**src/rtl/branch_resolve_unit.sv**
```systemverilog
// -----------------------------------------------------------------------------
// branch_resolve_unit
//
// Branch resolution stage at the execute/memory boundary. It evaluates the
// branch condition chosen by b_control on r1/r2, computes the branch target
// and the redirect PC, and registers the result one cycle after issue. A
// bimodal table of 2-bit saturating counters is trained on every resolved
// conditional branch and read combinationally by fetch. A saturating counter
// tallies mispredictions.
//
// Ports:
//   clk, rst          clock (rising edge), asynchronous active-high reset
//   in_valid, flush   branch present this cycle / kill it before capture
//   b_control         condition select (none, BEQ..BGEU, JAL)
//   r1, r2            source operands
//   in_pc, imm        PC of the branch and its sign-extended offset
//   pred_taken        fetch-stage guess for this branch
//   lookup_pc         fetch-side PC to predict
//   lookup_taken      prediction for lookup_pc (counter MSB, combinational)
//   out_valid         registered result valid
//   branch_sel        branch actually taken
//   target            in_pc + imm
//   mispredict        branch_sel != pred_taken, qualified by out_valid
//   redirect_pc       target if taken, else in_pc + 4
//   mispredict_count  saturating count of mispredictions
// -----------------------------------------------------------------------------
module branch_resolve_unit #(
    parameter int XLEN        = 32,
    parameter int BHT_ENTRIES = 64,
    parameter int CNT_W       = 16
) (
    input  logic             clk,
    input  logic             rst,
    input  logic             in_valid,
    input  logic             flush,
    input  logic [2:0]       b_control,
    input  logic [XLEN-1:0]  r1,
    input  logic [XLEN-1:0]  r2,
    input  logic [XLEN-1:0]  in_pc,
    input  logic [XLEN-1:0]  imm,
    input  logic             pred_taken,
    input  logic [XLEN-1:0]  lookup_pc,
    output logic             lookup_taken,
    output logic             out_valid,
    output logic             branch_sel,
    output logic [XLEN-1:0]  target,
    output logic             mispredict,
    output logic [XLEN-1:0]  redirect_pc,
    output logic [CNT_W-1:0] mispredict_count
);

    localparam int IDX_W = $clog2(BHT_ENTRIES);

    typedef enum logic [2:0] {
        BR_NONE = 3'b000,
        BR_BEQ  = 3'b001,
        BR_BNE  = 3'b010,
        BR_BLT  = 3'b011,
        BR_BGE  = 3'b100,
        BR_BLTU = 3'b101,
        BR_BGEU = 3'b110,
        BR_JAL  = 3'b111
    } b_op_e;

    localparam logic [1:0] CNT_WEAK_NT = 2'b01;

    b_op_e op;
    assign op = b_op_e'(b_control);

    logic             out_valid_q,   out_valid_d;
    logic             branch_sel_q,  branch_sel_d;
    logic             mispredict_q,  mispredict_d;
    logic [XLEN-1:0]  target_q,      target_d;
    logic [XLEN-1:0]  redirect_pc_q, redirect_pc_d;
    logic [CNT_W-1:0] mcount_q,      mcount_d;
    logic [1:0]       bht_q [BHT_ENTRIES];
    logic [1:0]       bht_d [BHT_ENTRIES];

    logic             issue;
    logic             taken;
    logic             is_cond;
    logic [IDX_W-1:0] upd_idx;
    logic [IDX_W-1:0] lk_idx;
    logic [XLEN-1:0]  sum_target;

    assign issue      = in_valid & ~flush;
    assign upd_idx    = in_pc[IDX_W+1:2];
    assign lk_idx     = lookup_pc[IDX_W+1:2];
    assign sum_target = in_pc + imm;

    // Only the index slice of lookup_pc selects a counter.
    logic unused_lookup_bits;
    assign unused_lookup_bits = ^{lookup_pc[XLEN-1:IDX_W+2], lookup_pc[1:0]};

    // Pre-update value: an update in this cycle only shows after the edge.
    assign lookup_taken = bht_q[lk_idx][1];

    // Condition evaluation.
    always_comb begin
        // NOTE: every output of a combinational block gets a default first so
        // no path leaves it unassigned and a latch is never inferred.
        taken   = 1'b0;
        is_cond = 1'b1;
        unique case (op)
            BR_NONE: is_cond = 1'b0;
            BR_BEQ:  taken = (r1 == r2);
            BR_BNE:  taken = (r1 != r2);
            BR_BLT:  taken = ($signed(r1) <  $signed(r2));
            BR_BGE:  taken = ($signed(r1) >= $signed(r2));
            BR_BLTU: taken = (r1 <  r2);
            BR_BGEU: taken = (r1 >= r2);
            BR_JAL:  begin
                taken   = 1'b1;
                is_cond = 1'b0;
            end
            default: is_cond = 1'b0;
        endcase
    end

    // Next-state logic for the result register, the BHT and the counter.
    always_comb begin
        out_valid_d   = issue;
        branch_sel_d  = issue & taken;
        mispredict_d  = issue & (taken != pred_taken);
        target_d      = target_q;
        redirect_pc_d = redirect_pc_q;
        if (issue) begin
            target_d      = sum_target;
            redirect_pc_d = taken ? sum_target : (in_pc + XLEN'(4));
        end

        bht_d = bht_q;
        // JAL and "none" carry no direction information worth learning.
        if (issue && is_cond) begin
            if (taken && bht_q[upd_idx] != 2'b11) begin
                bht_d[upd_idx] = bht_q[upd_idx] + 2'b01;
            end else if (!taken && bht_q[upd_idx] != 2'b00) begin
                bht_d[upd_idx] = bht_q[upd_idx] - 2'b01;
            end
        end

        // Counts the mispredict currently on the outputs; holds at all-ones.
        mcount_d = mcount_q;
        if (out_valid_q && mispredict_q && !(&mcount_q)) begin
            mcount_d = mcount_q + CNT_W'(1);
        end
    end

    // NOTE: state updates use non-blocking assignments so every flop samples
    // the pre-edge values regardless of statement order.
    always_ff @(posedge clk or posedge rst) begin
        if (rst) begin
            out_valid_q   <= 1'b0;
            branch_sel_q  <= 1'b0;
            mispredict_q  <= 1'b0;
            target_q      <= '0;
            redirect_pc_q <= '0;
            mcount_q      <= '0;
            // NOTE: the BHT is a register array, not RAM, so it can and must be
            // reset: predictions have to start from a known weak-NT state.
            for (int i = 0; i < BHT_ENTRIES; i++) begin
                bht_q[i] <= CNT_WEAK_NT;
            end
        end else begin
            out_valid_q   <= out_valid_d;
            branch_sel_q  <= branch_sel_d;
            mispredict_q  <= mispredict_d;
            target_q      <= target_d;
            redirect_pc_q <= redirect_pc_d;
            mcount_q      <= mcount_d;
            for (int i = 0; i < BHT_ENTRIES; i++) begin
                bht_q[i] <= bht_d[i];
            end
        end
    end

    assign out_valid        = out_valid_q;
    assign branch_sel       = branch_sel_q;
    assign mispredict       = mispredict_q;
    assign target           = target_q;
    assign redirect_pc      = redirect_pc_q;
    assign mispredict_count = mcount_q;

endmodule

```
**config.mk**
```make
export PLATFORM = sky130hd
export DESIGN_NAME = branch_resolve_unit
export DESIGN_NICKNAME = d
export VERILOG_FILES = /design/src/rtl/branch_resolve_unit.sv
export SDC_FILE = /design/constraint.sdc
export NUM_CORES = 1
export LEC_CHECK = 0
export CORE_ASPECT_RATIO = 1.4
export CORE_UTILIZATION = 53
export CTS_CLUSTER_DIAMETER = 40
export DETAILED_ROUTE_END_ITERATION = 8
export PLACE_DENSITY = 0.81
export RECOVER_POWER = 50
export SLEW_MARGIN = 20
export SYNTH_ARGS = -nofsm -noshare
export SYNTH_HDL_FRONTEND = slang
export SYNTH_SLANG_ARGS = --single-unit
```
**constraint.sdc**
```tcl
create_clock -name clk -period 10.5 [get_ports clk]
set_input_delay 3.15 -clock clk [delete_from_list [all_inputs] [get_ports clk]]
set_output_delay 3.15 -clock clk [all_outputs]
set_load 0.1 [all_outputs]
```
* Word level (Yosys, flattened, before mapping) *
Cells that the tools add are included.

word-level totals
  register bits after elaboration = 211
  input bits = 168
  output and inout bits = 84
  word-level logic and storage cells = 128

cells by class
  add/sub/neg operators = 5
  order comparisons = 7
  equality and inequality tests = 11
  muxes and demuxes = 15
  bitwise operators = 6
  reduce and logical (&&, ||, !) cells = 14

operators by type and width
  operator                                                               count
  128-bit bitwise mux                                                    2
  128-bit two-way mux                                                    2
  32-bit >= comparator                                                   2
  32-bit < comparator                                                    2
  32-bit by 3-bit adder with 32-bit output (second input constant)       1
  32-bit adder                                                           1
  32-bit == test                                                         1
  32-bit two-way mux                                                     1
  32-bit != test                                                         1
  2-bit binary-select mux with 6-bit select                              2
  16-bit by 1-bit adder with 16-bit output (second input constant)       1
  16-bit AND reduction                                                   1
  7-bit >= comparator (second input constant)                            2
  6-bit NOT with 7-bit output                                            2
  2-bit demux with 6-bit select                                          1
  3-bit == test (second input constant)                                  4
  2-bit two-way mux                                                      5
  7-bit by 1-bit < comparator with 1-bit output (second input constant)  1
  1-bit one-hot mux with 7 select lines                                  1
  3-bit by 2-bit == test with 1-bit output (second input constant)       2
  1-bit logical AND                                                      6
  2-bit nonzero test                                                     2
  1-bit AND                                                              3
  3-bit by 1-bit == test with 1-bit output (second input constant)       1
  10 further kinds                                                       11

* Logic depth before layout (Yosys ltp) *
  depth in word-level cells = 8
  mapped depth = 19
  mapped depth without buffers = 13

* Worst setup path after synthesis *
OpenSTA, ideal clock, no wires.

  kind = input to output
  start point = in lookup_pc[2]
  end point = out lookup_taken
  data arrival time = 5,837 ps
  slack = 1,513 ps
  cell stages on the path = 5
  buffers on the path = 2
  cell sequence = clkbuf_1 > buf_1 > mux4_2 > mux4_2 > mux4_2

on the way
  cells in the longest elaborated chain, start to end = 4

RTL lines
  element                                               line  RTL
  from (decl)                                           42    input logic [XLEN-1:0] lookup_pc,
  6-bit NOT with 7-bit output (implied by the code)     96    assign lookup_taken = bht_q[lk_idx][1];
  2-bit binary-select mux with 6-bit select             96
  2-bit two-way mux (implied by the code) (2 in a row)  96
  to (decl)                                             43    output logic lookup_taken,

No other way between the ends. The select of a mux whose other input is x is not followed.

* Worst setup path after layout *
  start point = in lookup_pc[3]
  end point = out lookup_taken

The elaborated chain is that of the path after synthesis.

==> key figures <==
STA
  – Fmax: 110 MHz
  – Tightest Pin Transition: 5.75 ns
  – Slew headroom: -285%
  – RSZ-0062 raised after global routing: no
  – Worst hold margin: 0.466 ns
  – Clock Skews: 0.0123 ns
  – Crit path time final: 9.10 ns
  – Slew Limit Fails: 321
  – Hold Fails Final Rpt: 0
  – Fin crit share: 86.7%
  – Final setup viols: 0
  – Setup TNS: 0 ns

Worst setup path
  – Worst path required time: 7.35 ns
  – Worst setup EP type: primary output
  – CP Buf/Inv Count: 2
  – Crit path DAT: 5.95 ns
  – Cell breakdown of the critical path: clkdlybuf4s50_1 -> mux4_2 -> mux4_2 -> mux4_2 -> buf_4
  – Kind of critical path: in -> out
  – Critical-path top delay cell: clkdlybuf4s50_1
  – Most used cell, CP: mux4_2
  – Largest fanout on the critical path: 16
  – R2r setup slk: 6.28 ns
  – Worst path top cell family by delay: multiplexers
  – Startpoint types: input pin
  – CP max stage delay: 1.08 ns

Final layout
  – Layout cells sized above 1: 16.4%
  – # fillers: 1,885
  – Fin nets: 1,712
  – Area grow syn2layout: 25.7%

Logic synthesis
  – Synth Warn #: 0
  – Synth Instances: 1,285
  – Register area share after synthesis: 40.3%
  – Number of synthesized flops with an enable pin: 0
  – Syn_area_per_cell: 10.3 sq um
  – Unique cell type count in the Yosys netlist: 66
  – Post-synthesis async set-or-reset flop share: 100%
  – Seq cells post-synth: 211
  – Syn_nets: 1,521
  – Synth Flop Type: dfrtp_1
  – Area of the mapped netlist: 13,300 sq um

Clock network
  – CTS H-tree depth: 1
  – # clock sinks: 211
  – # hold bufs at CTS: 0
  – Clk Latency, worst-skew pair: 0.54 ns
  – Clock transition at path regs: 0.06 ns
  – Root Buffer: clkbuf_16
  – Clock Tree Buf Depth: 3
  – Post-CTS Setup Inserts: 0
  – CTS Buf Count: 29
  – CTS tree: yes
  – CTS resizes: 0

Die
  – CORE AREA: 24,700 sq um
  – Total I/O pin count: 252
  – Chip Height: 189 um
  – Site Rows: 68
  – Initial Utilization: 53.9%
  – Die Area: 25,700 sq um
  – DIE WIDTH: 136 um

Drt
  – Initial DRT Pass Iterations: 5
  – Antenna Violating Nets Remaining: 0
  – DR vias: 11,200
  – Post-route DRC: 0
  – Routed WL: 36,700 um
  – Vias/cell: 6.20
  – Post-DR wirelength/cell: 20.2 um
  – DR iter-0 viols: 824

Power and ir drop
  – Switching portion of total power: 40.2%
  – Peak VDD IR: 0.209 mV
  – Pint: 1.84 mW
  – PD cells: 184 nW/um^2
  – Comb pwr share: 35.3%
  – Leak: 7.16 nW
  – Seq pwr share: 32.7%
  – Clock power frac: 31.9%
  – P_sw: 1.23 mW

GRT
  – Initial antenna violation count: 1
  – First-pass GRT wire length: 58,900 um
  – Tot GR Track Use: 29.0%
  – Vias in the first global route: 11,400
  – Largest net degree at the start of global routing: 136
  – Gr ovfl total: 0

Run
  – Max_cap viols: 4

Worst hold path
  – Hold WC Path Type: reg -> reg

Run status
  – Failing checks: max-capacitance violations, max-slew violations
  – Status: complete, but fails checks

Place
  – PortBufs: 225
  – HPWL after detailed placement: 25,500 um
  – Routability cong.: 0.858
## cells in the mapped netlist, types with 9 or more instances
cell type	count	area share (%)
mux2_2	33	2.8
nand2_1	156	4.4
mux2_1	100	8.5
nand2b_1	9	0.42
nor4_2	50	4.7
xnor2_1	43	2.8
a21o_1	15	0.85
nand3_1	26	0.98
o211ai_1	11	0.62
dfrtp_1	147	28
xor2_1	31	2.0
o22ai_1	28	1.3
o21ai_0	62	2.3
or4_1	12	0.68
dfstp_2	64	13
a21oi_1	62	2.3
buf_1	18	0.51
mux4_2	21	3.6
nand4_1	29	1.4
clkbuf_1	52	1.5
nor4_1	14	0.66
a22oi_1	25	1.4
inv_1	48	1.4
ha_1	67	6.3
nor2_1	47	1.3
## power groups by stage
stage / combinational [mW] / clock, mW / sequential, mW
after floorplan: 0.365 / 0 / 1.43
after global placement: 1.07 / 0 / 1.01
after detailed placement: 1.08 / 0 / 1.02
after CTS: 1.09 / 0.991 / 1.00
after global routing: 1.15 / 1.03 / 1.02
final: 1.08 / 0.980 / 1.00
## cells in the final DEF, fill, tap and decap left out, types with 9 or more instances in the layout
cell type and instances:
clkbuf_16 29, inv_1 47, o21ai_0 62, dlygate4sd3_1 20, nand4_1 29, a22oi_1 25
o22ai_1 28, nor4_1 14, o211ai_1 11, nor4_2 50, clkdlybuf4s50_1 204, mux4_2 21
nand2_1 156, nor2_1 47, xor2_1 31, dfrtp_1 147, mux2_1 100, a21oi_1 62
mux2_2 33, dfstp_2 64, nand2b_1 9, xnor2_1 42, buf_4 13, nand3_1 25
or4_1 12, a21o_1 15, ha_1 67
## cell families after synthesis
kind of cell | share of synthesized area [%]
simple gates | 16.9
compound gates | 12.3
flops | 40.3
mux | 15.2
buf+inv | 3.98
xor+xnor | 4.87
fa+ha+maj | 6.45
## metal layers
| layer | vias to the layer above | global-route usage [%] | part of all wire, % |
|---|---|---|---|
| met3 | 123 | 3.67 | 7.1 |
| met4 | 0 | 13.6 | 4.8 |
| li1 | 5132 | - | - |
| met5 | - | 0 | 0 |
| met2 | 505 | 51.3 | 51 |
| met1 | 5483 | 34.4 | 37 |
## metrics by stage
stage / total power, mW / instance area [sq um] / instances / util [%] / setup WS (ns)
global placement: 2.08 / 15800 / 1760 / 63.9 / 1.53
global route: 3.19 / 16700 / 1814 / 67.7 / 0.887
detailed placement: 2.10 / 15800 / 1760 / 63.9 / 1.52
finish: 3.07 / 16700 / 1814 / 67.7 / 1.40
floorplan: 1.79 / 13300 / 1285 / - / 1.51
CTS: 3.08 / 16700 / 1813 / 67.8 / 1.48
## final timing paths
| kind | start | endpoint | cells past startpoint |
|---|---|---|---|
| min in group asynchronous | rst | target[0]$_DFFE_PP0P_ | 2 |
| worst max-delay path | lookup_pc[3] | lookup_taken | 5 |
| worst max register to register | flop | bht_q[93]$_DFFE_PP0P_ | 9 |
| worst min-delay path | target[11]$_DFFE_PP0P_ | target[11]$_DFFE_PP0P_ | 2 |
| max in group asynchronous | rst | redirect_pc[21]$_DFFE_PP0P_ | 3 |
| worst min register to register | target[11]$_DFFE_PP0P_ | target[11]$_DFFE_PP0P_ | 2 |
## layout make-up
type,instances,area (sq um),share of cell area (%)
timing repair buffer,239,2350,14.1
inverter,49,185,1.11
clock buffer,33,751,4.49
multi-input combinational,946,7450,44.6
sequential,211,5360,32.1
antenna,1,2.50,0.0150
tap,315,394,2.36
clock inverter,20,224,1.34
## worst reg2reg max path, stage by stage, from the launching register on
cell,delay (ns)
dfstp_2,0.52
o22ai_1,0.08
or4_1,0.61
a22oi_1,0.22
a21o_1,0.19
o2111ai_4,0.46
ha_1,0.43
mux2_4,0.61
or4_1,0.70
mux2_2,0.30
(Power assumes the default switching activity.)
